### src/rtl/uart_packet_ctrl.sv
// Packet-level responder for the UART ALU: parses host command packets into
// opcode + 32-bit operand beats, and serializes 32-bit results as 4 bytes MSB first.
module uart_packet_ctrl (
    input  logic        clk_i,
    input  logic        rst_i,
    input  logic [7:0]  rx_data_i,
    input  logic        rx_valid_i,
    output logic        rx_ready_o,
    output logic [7:0]  op_opcode_o,
    output logic [31:0] op_data_o,
    output logic        op_last_o,
    output logic        op_valid_o,
    input  logic        op_ready_i,
    input  logic [31:0] res_data_i,
    input  logic        res_valid_i,
    output logic        res_ready_o,
    output logic [7:0]  tx_data_o,
    output logic        tx_valid_o,
    input  logic        tx_ready_i,
    output logic        err_o
);
    typedef enum logic [2:0] {P_OPCODE, P_RSVD, P_LEN_LO, P_LEN_HI, P_DATA} pstate_t;
    typedef enum logic {S_IDLE, S_SEND} sstate_t;

    pstate_t     r_pstate;
    sstate_t     r_sstate;
    logic [7:0]  r_len_lo;
    logic [15:0] r_rem;
    logic [13:0] r_words_rem;
    logic [1:0]  r_tail;
    logic [1:0]  r_bcnt;
    logic [23:0] r_acc;
    logic [7:0]  r_opcode;
    logic [31:0] r_data;
    logic        r_last;
    logic        r_valid;
    logic        r_rx_ready;
    logic        r_err;
    logic [31:0] r_shift;
    logic [1:0]  r_cnt;
    logic        r_tx_valid;
    logic        r_res_ready;

    logic        w_rx_hs;
    logic        w_op_hs;
    logic [15:0] w_len;
    logic [15:0] w_body;

    assign w_rx_hs = rx_valid_i & r_rx_ready;
    assign w_op_hs = r_valid & op_ready_i;
    assign w_len   = {rx_data_i, r_len_lo};
    assign w_body  = w_len - 16'd4;

    // Packet parser; rx_ready is the registered complement of op_valid
    always_ff @(posedge clk_i) begin
        if (rst_i) begin
            r_pstate    <= P_OPCODE;
            r_len_lo    <= 8'd0;
            r_rem       <= 16'd0;
            r_words_rem <= 14'd0;
            r_tail      <= 2'd0;
            r_bcnt      <= 2'd0;
            r_acc       <= 24'd0;
            r_opcode    <= 8'd0;
            r_data      <= 32'd0;
            r_last      <= 1'b0;
            r_valid     <= 1'b0;
            r_rx_ready  <= 1'b1;
            r_err       <= 1'b0;
        end else begin
            r_err <= 1'b0;
            if (w_op_hs) begin
                r_valid    <= 1'b0;
                r_rx_ready <= 1'b1;
            end
            if (w_rx_hs) begin
                case (r_pstate)
                    P_OPCODE: begin
                        r_opcode <= rx_data_i;
                        r_pstate <= P_RSVD;
                    end
                    P_RSVD:   r_pstate <= P_LEN_LO;
                    P_LEN_LO: begin
                        r_len_lo <= rx_data_i;
                        r_pstate <= P_LEN_HI;
                    end
                    P_LEN_HI: begin
                        if (w_len <= 16'd4) begin
                            r_err    <= 1'b1;
                            r_pstate <= P_OPCODE;
                        end else begin
                            r_rem       <= w_body;
                            r_words_rem <= w_body[15:2];
                            r_tail      <= w_body[1:0];
                            r_bcnt      <= 2'd0;
                            r_pstate    <= P_DATA;
                        end
                    end
                    P_DATA: begin
                        r_acc <= {r_acc[15:0], rx_data_i};
                        r_rem <= r_rem - 16'd1;
                        // Full words first; trailing partial bytes are discarded
                        if (r_words_rem != 14'd0) begin
                            r_bcnt <= r_bcnt + 2'd1;
                            if (r_bcnt == 2'd3) begin
                                r_data      <= {r_acc, rx_data_i};
                                r_valid     <= 1'b1;
                                r_rx_ready  <= 1'b0;
                                r_last      <= (r_words_rem == 14'd1) && (r_tail == 2'd0);
                                r_words_rem <= r_words_rem - 14'd1;
                            end
                        end
                        if (r_rem == 16'd1) begin
                            r_pstate <= P_OPCODE;
                            if (r_tail != 2'd0) r_err <= 1'b1;
                        end
                    end
                    default:  r_pstate <= P_OPCODE;
                endcase
            end
        end
    end

    // Result serializer, MSB byte first
    always_ff @(posedge clk_i) begin
        if (rst_i) begin
            r_sstate    <= S_IDLE;
            r_shift     <= 32'd0;
            r_cnt       <= 2'd0;
            r_tx_valid  <= 1'b0;
            r_res_ready <= 1'b1;
        end else begin
            case (r_sstate)
                S_IDLE: begin
                    if (res_valid_i && r_res_ready) begin
                        r_shift     <= res_data_i;
                        r_cnt       <= 2'd0;
                        r_tx_valid  <= 1'b1;
                        r_res_ready <= 1'b0;
                        r_sstate    <= S_SEND;
                    end
                end
                S_SEND: begin
                    if (r_tx_valid && tx_ready_i) begin
                        r_shift <= {r_shift[23:0], 8'h00};
                        r_cnt   <= r_cnt + 2'd1;
                        if (r_cnt == 2'd3) begin
                            r_tx_valid  <= 1'b0;
                            r_res_ready <= 1'b1;
                            r_sstate    <= S_IDLE;
                        end
                    end
                end
                default: r_sstate <= S_IDLE;
            endcase
        end
    end

    assign rx_ready_o  = r_rx_ready;
    assign op_opcode_o = r_opcode;
    assign op_data_o   = r_data;
    assign op_last_o   = r_last;
    assign op_valid_o  = r_valid;
    assign res_ready_o = r_res_ready;
    assign tx_data_o   = r_shift[31:24];
    assign tx_valid_o  = r_tx_valid;
    assign err_o       = r_err;
endmodule

### config.mk
export PLATFORM = sky130hd
export DESIGN_NAME = uart_packet_ctrl
export DESIGN_NICKNAME = d
export VERILOG_FILES = /design/src/rtl/uart_packet_ctrl.sv
export SDC_FILE = /design/constraint.sdc
export NUM_CORES = 1
export LEC_CHECK = 0
export ABC_AREA = 0
export CORE_MARGIN = 2
export CORE_UTILIZATION = 49
export CTS_CLUSTER_SIZE = 28
export DETAILED_ROUTE_END_ITERATION = 10
export GPL_TIMING_DRIVEN = 0
export PLACE_DENSITY = 0.82
export SETUP_SLACK_MARGIN = 0.15
export SYNTH_ARGS = -nofsm -noshare
export SYNTH_HDL_FRONTEND = slang
export SYNTH_SLANG_ARGS = --single-unit
export TNS_END_PERCENT = 10
### constraint.sdc
create_clock -name clk_i -period 2 [get_ports clk_i]
set_input_delay 0.4 -clock clk_i [delete_from_list [all_inputs] [get_ports clk_i]]
set_output_delay 0.4 -clock clk_i [all_outputs]
set_load 0.02 [all_outputs]
== Word-level counts from Yosys, hierarchy flattened ==
Cells that the tools add are included.

* Flip-flop bits (word level): 150
* Output and inout bits: 54
* Logic and storage cells: 108

* $add $sub $neg: 5
* Order comparisons: 1
* Equal/unequal tests: 15
* Multiplexer cells: 44
* Bitwise operators: 5
* Reductions and logical operators: 20

{| class="wikitable"
|+ Operators with widths
! operator !! count
|-
| 2-to-1 mux 32 bit || 2
|-
| case mux 32 bit (2 select lines) || 1
|-
| 2-to-1 mux 14 bit || 3
|-
| case mux 16 bit (2 select lines) || 1
|-
| case mux 14 bit (2 select lines) || 1
|-
| 2-to-1 mux 1 bit || 22
|-
| == test 16 x 1 -> 1 bit, second input constant || 1
|-
| less-or-equal comparator 16 x 3 -> 1 bit, second input constant || 1
|-
| 2-to-1 mux 16 bit || 1
|-
| subtractor 16 x 1 -> 16 bit, second input constant || 1
|-
| subtractor 16 x 3 -> 16 bit, second input constant || 1
|-
| case mux 3 bit (5 select lines) || 1
|-
| == test 14 x 1 -> 1 bit, second input constant || 1
|-
| nonzero test 14 bit || 1
|-
| subtractor 14 x 1 -> 14 bit, second input constant || 1
|-
| != test 2 bit, second input constant || 5
|-
| AND reduction 2 bit || 5
|-
| AND reduction 3 bit || 3
|-
| 2-to-1 mux 2 bit || 4
|-
| case mux 1 bit (2 select lines) || 4
|-
| case mux 2 bit (2 select lines) || 2
|-
| AND reduction 4 bit || 2
|-
| == test 3 x 2 -> 1 bit, second input constant || 2
|-
| 2-to-1 mux 3 bit || 2
|-
| other kinds (13) || 22
|}

== Depth between registers and ports, before layout ==
Gate-level depths: netlist (run 1).

* Word-level depth: 6
* Mapped depth: 9

== Worst setup path before layout (run 1) ==
OpenSTA, ideal clock, no wires.

* Path kind: input port to flip-flop
* Start: input rx_data_i[1]
* End: register r_rem[12]
* Setup time: 0.117 ns
* Data arrival time: 2.021 ns
* Required time: 1.883 ns
* Slack: -0.138 ns
* Stages: 7
* Path buffers: 2
* Cell sequence: buf_6 > or4_4 > or3_4 > o21ai_4 > buf_6 > nor2_1 > a32o_1

* Cells in the longest elaborated chain, start to end: 3

{| class="wikitable"
|+ RTL lines
! element !! line !! source
|-
| start: declaration || 6 || <nowiki>input logic [7:0] rx_data_i,</nowiki>
|-
| subtractor 16 x 3 -> 16 bit or less-or-equal comparator 16 x 3 -> 1 bit (tied branches) || 52, 88 ||
|-
| 2-to-1 mux 16 bit or != test 2 bit (tied branches) || -- ||
|-
| case mux 16 bit (2 select lines) or AND reduction 3 bit (tied branches) || -- ||
|-
| end signal: assignment || 92 || <nowiki>r_rem <= w_body;</nowiki>
|-
| end signal: assignment || 101 || <nowiki>r_rem <= r_rem - 16'd1;</nowiki>
|-
| end: declaration || 28 || <nowiki>logic [15:0] r_rem;</nowiki>
|}

Parallel ways exist; a longest one is shown, timed or not. The select of a mux whose other input is x is not followed.
A chain may end at the register's enable or synchronous reset.

== Worst setup path after layout (run 1) ==
* Start: register r_len_lo[7]
* End: register r_rem[3]

* Cells in the longest elaborated chain, start to end: 3

{| class="wikitable"
|+ RTL lines
! element !! line !! source
|-
| start: declaration || 27 || <nowiki>logic [7:0] r_len_lo;</nowiki>
|-
| start signal: assignment || 84 || <nowiki>r_len_lo <= rx_data_i;</nowiki>
|-
| less-or-equal comparator 16 x 3 -> 1 bit || 88 || <nowiki>if (w_len <= 16'd4) begin</nowiki>
|-
| != test 2 bit (no source line) || -- ||
|-
| AND reduction 3 bit (no source line) || -- ||
|}

Every way passes these cells.

==> results of run 1 <==
-- stage by stage --
| stage | utilization | power [mW] | setup slack, ns |
|---|---|---|---|
| after floorplan | - | 3.67 | -0.115 |
| after global routing | 0.687 | 7.34 | -0.161 |
| final | 0.687 | 7.13 | -0.118 |
| after detailed placement | 0.595 | 3.98 | -0.933 |
| after global placement | 0.595 | 3.97 | -0.923 |
| after CTS | 0.667 | 7.10 | -0.0958 |
-- power groups by stage --
stage	Combinational (mW)	Sequential (mW)	Clock, mW
2_1_floorplan	0.466	3.20	0
3_5_place_dp	0.775	3.20	0
4_1_cts	0.829	3.14	3.14
6_report	0.878	3.14	3.11
3_3_place_gp	0.766	3.20	0
5_1_grt	0.932	3.15	3.26
-- critical path: cells and delay by family (launching register included) --
kind / cells / cell delay, ns
buffers and inverters: 1 / 0.19
AOI/OAI and AO/OA: 2 / 0.49
DFF: 1 / 0.35
and+or+nand+nor: 3 / 0.98
-- synth_stat cells (3+ instances only) --
| master | n |
|---|---|
| sky130_fd_sc_hd__nor2_1 | 78 |
| sky130_fd_sc_hd__buf_6 | 4 |
| sky130_fd_sc_hd__or3b_2 | 3 |
| sky130_fd_sc_hd__or4_4 | 3 |
| sky130_fd_sc_hd__nand2_1 | 137 |
| sky130_fd_sc_hd__buf_1 | 7 |
| sky130_fd_sc_hd__buf_2 | 13 |
| sky130_fd_sc_hd__o311ai_0 | 3 |
| sky130_fd_sc_hd__o21ai_1 | 11 |
| sky130_fd_sc_hd__mux2i_1 | 36 |
| sky130_fd_sc_hd__o21ai_0 | 20 |
| sky130_fd_sc_hd__a22oi_1 | 10 |
| sky130_fd_sc_hd__nor4_1 | 10 |
| sky130_fd_sc_hd__clkbuf_1 | 38 |
| sky130_fd_sc_hd__or4_1 | 6 |
| sky130_fd_sc_hd__a21oi_1 | 117 |
| sky130_fd_sc_hd__nand2b_1 | 6 |
| sky130_fd_sc_hd__ha_1 | 9 |
| sky130_fd_sc_hd__or3_1 | 9 |
| sky130_fd_sc_hd__nand3_1 | 15 |
| sky130_fd_sc_hd__a31oi_1 | 8 |
| sky130_fd_sc_hd__o21a_1 | 4 |
| sky130_fd_sc_hd__buf_4 | 9 |
| sky130_fd_sc_hd__and3_1 | 6 |
| sky130_fd_sc_hd__nor3_1 | 15 |
| sky130_fd_sc_hd__o311ai_1 | 4 |
| sky130_fd_sc_hd__a211oi_1 | 25 |
| sky130_fd_sc_hd__xnor2_1 | 3 |
| sky130_fd_sc_hd__o31ai_1 | 14 |
| sky130_fd_sc_hd__o211ai_1 | 5 |
| sky130_fd_sc_hd__dfxtp_1 | 150 |
| sky130_fd_sc_hd__inv_1 | 13 |
| sky130_fd_sc_hd__and2_1 | 3 |
-- cell usage in the layout, fill, tap and decap left out, types with 9 or more instances in the layout --
| cell type | n |
|---|---|
| sky130_fd_sc_hd__a21oi_1 | 108 |
| sky130_fd_sc_hd__mux2i_1 | 35 |
| sky130_fd_sc_hd__a22oi_1 | 10 |
| sky130_fd_sc_hd__nor3_1 | 11 |
| sky130_fd_sc_hd__clkbuf_1 | 23 |
| sky130_fd_sc_hd__buf_2 | 13 |
| sky130_fd_sc_hd__or3_1 | 9 |
| sky130_fd_sc_hd__buf_4 | 33 |
| sky130_fd_sc_hd__clkdlybuf4s50_1 | 80 |
| sky130_fd_sc_hd__a211oi_1 | 24 |
| sky130_fd_sc_hd__nor2_1 | 73 |
| sky130_fd_sc_hd__clkbuf_16 | 17 |
| sky130_fd_sc_hd__o31ai_1 | 12 |
| sky130_fd_sc_hd__buf_6 | 14 |
| sky130_fd_sc_hd__nand2_1 | 134 |
| sky130_fd_sc_hd__or4_4 | 9 |
| sky130_fd_sc_hd__dfxtp_1 | 145 |
| sky130_fd_sc_hd__nand3_1 | 14 |
| sky130_fd_sc_hd__o21ai_0 | 17 |
| sky130_fd_sc_hd__o21ai_1 | 14 |
-- final timing paths --
path / depth (start not counted) / startpoint / end / slack, ns
worst max-delay path: 6 / r_len_lo[7] / r_rem[3] / -0.12
worst min-delay path: 3 / rx_data_i[1] / op_data_o[1] / 0.25
worst max register to register: 6 / r_len_lo[7] / r_rem[3] / -0.12
worst min register to register: 2 / op_data_o[15] / op_data_o[15] / 0.46
-- cells by family (layout without fill, tap and decap cells) --
group	after synthesis	count (layout)	share of synthesized area
simple gates	308	308	0.209
flops	150	150	0.443
compound gates	237	237	0.213
xor+xnor	5	5	0.00646
fa+ha+maj	9	9	0.0166
buf+inv	84	229	0.0583
mux	36	36	0.0532
-- registers in the layout, indices dropped and copies added (netlist names), 2 cells and up --
name	cells
op_data_o	32
r_shift	32
r_acc	24
r_rem	16
r_words_rem	14
op_opcode_o	8
r_len_lo	8
r_pstate	3
r_bcnt	2
r_cnt	2
r_tail	2
-- per-layer routing --
| layer | part of all wire | track usage | up-vias |
|---|---|---|---|
| li1 | - | - | 3201 |
| met1 | 0.41 | 0.359 | 3162 |
| met2 | 0.47 | 0.450 | 405 |
| met3 | 0.085 | 0.0585 | 72 |
| met4 | 0.034 | 0.126 | 0 |
| met5 | 0 | 0 | - |
-- area by class of cell --
type / instances / area, µm² / area share
plain buffers: 71 / 464 / 0.0505
clock buffers: 17 / 425 / 0.0462
clock inverters: 15 / 143 / 0.0155
inverters: 13 / 53.8 / 0.00585
multi-input cells: 595 / 3790 / 0.412
flip-flops and latches: 150 / 3020 / 0.328
well taps: 176 / 220 / 0.0239
repair buffers: 113 / 1090 / 0.118
-- repair_timing --
item	CTS	global route
gates resized for setup	115	67
cloned	1	0
buffers inserted	11	5
pin swaps	27	11
endpoints found under the setup margin	152	137
endpoints found under the hold margin	0	0
==> results.cfg, run 1 <==
[run_status]
run_status = finished with violations
violations = setup timing

[timing]
period_needed_ns = 2.12
rsz0062_at_grt = true
fin_hold_ws_ns = 0.245
report.final.hold_viol_count = 0
tns_ns = -2.00
final.setup_skew_ns = 0.00945
fin_crit_share = 1.06
max_clock_freq_mhz = 472
worst_slack_ns = -0.118
drv_slew = 0
timing.slew.headroom = 0.516
setup_viol_count_final = 31
slew_at_the_pin_closest_to_its_max_slew_limit_ns = 0.726

[critical_path]
critPathCaptureType = register
crit_path_top_delay_cell = sky130_fd_sc_hd__or4_4
path_max_fanout = 7
cp_data_required_time_ns = 2.33
cp.arrival_ns = 2.44
setup.worst_path.class = register to register
critical_path.startpoint_type = register
critical_path_cell_by_cell = or4_4 > or3_4 > o21ai_4 > buf_6 > nor3_2 > a31o_1
cpPeakStageDelay_ns = 0.54

[logic_synthesis]
ys_async_sr_fraction = 0
synthDominantAreaCellType = sky130_fd_sc_hd__dfxtp_1
ys_warn_count = 0
synthFlopType = sky130_fd_sc_hd__dfxtp_1
synth_largest_type_area_fraction = 0.443
syn_area_mm2 = 0.00678
postSynthCellCount = 829
post_synth.cell_area_avg_um2 = 8.18
synth-seq-cells = 150
synth_sequential_area_ratio = 0.443
yosys.cell_types.count = 59
synth_nets = 884
number_of_flops_mapped_to_enable_cells_by_yosys = 0
yosys-top-cells-area = sky130_fd_sc_hd__dfxtp_1 (44%), sky130_fd_sc_hd__a21oi_1 (8.6%), sky130_fd_sc_hd__nand2_1 (7.6%), sky130_fd_sc_hd__mux2i_1 (5.3%), sky130_fd_sc_hd__nor2_1 (4.3%)

[clocking]
tritoncts = yes
tritoncts_num_sinks = 150
worst_setup_hold_path_clk_slew_ns = 0.06
clock_path_buffers = 2
cts_buffers = 17
worst_skew_pair_later_pin_latency_ns = 0.44
cts-hold-fix-buffers = 0
htree_levels = 4
root_buffer = sky130_fd_sc_hd__clkbuf_16

[finish]
num_antenna_cells = 0
fin_nets = 1016
final_cell_count_no_fill = 1150
syn2layout_area_growth_pct = 35.7
area_of_all_placed_cells_without_fillers_mm2 = 0.00920
nFillCells = 1020
drive_above_1_share = 0.189

[power_and_ir_drop]
leakage_nw = 3.33
share_comb_of_total_power = 0.123
cell_internal_pwr_mw = 5.20
p_sw_frac = 0.271
power_frac_clock = 0.437
irDropWorstVdd_mv = 0.668
power_frac_seq = 0.440
netSwitchingPower_mw = 1.93
power.density_mw_per_mm2 = 775

[floorplan]
floorplan.initialDensity = 0.506
top_level_ports = 100
floorplan.die_area_mm2 = 0.0148
chipHeight_um = 122
design.core.area_mm2 = 0.0134
row_count = 42
floorplan.die.width_um = 122

[route]
routed_wl_um = 20800
route.antenna.remaining_nets = 0
detail_route.vias_per_cell = 5.95
dr_total_vias = 6840
drt_iter0_drc = 825
first_pass_iters = 7
detail_route.wl_per_cell_um = 18.1
drcViolationCount = 0

[grt]
grt_start_max_net_pins = 17
antenna_found_initial = 0
grt_pass1_vias = 6273
grt_use_total = 0.278
grt_first_pass_wirelength_um = 32100
grt_remaining_overflow = 0

[placed_design]
placedInstanceArea_mm2 = 0.00797
dp_hpwl_um = 13500
place.gp.congestion = 0.949
dp.cells = 1101
port-buffer-count = 96

[job]
max_cap_viol_count = 0

[hold_path]
worstHoldPathType = primary input to register
(Power assumes the default switching activity.)
==> run 2: changes to the inputs <==
--- a/config.mk
+++ b/config.mk
@@ -6,6 +6,7 @@
 export NUM_CORES = 1
 export LEC_CHECK = 0
 export ABC_AREA = 0
+export CAP_MARGIN = 20
 export CORE_MARGIN = 2
 export CORE_UTILIZATION = 49
 export CTS_CLUSTER_SIZE = 28
==> results of run 2 <==
Final layout, timing and power as in run 1 (identical DEF).
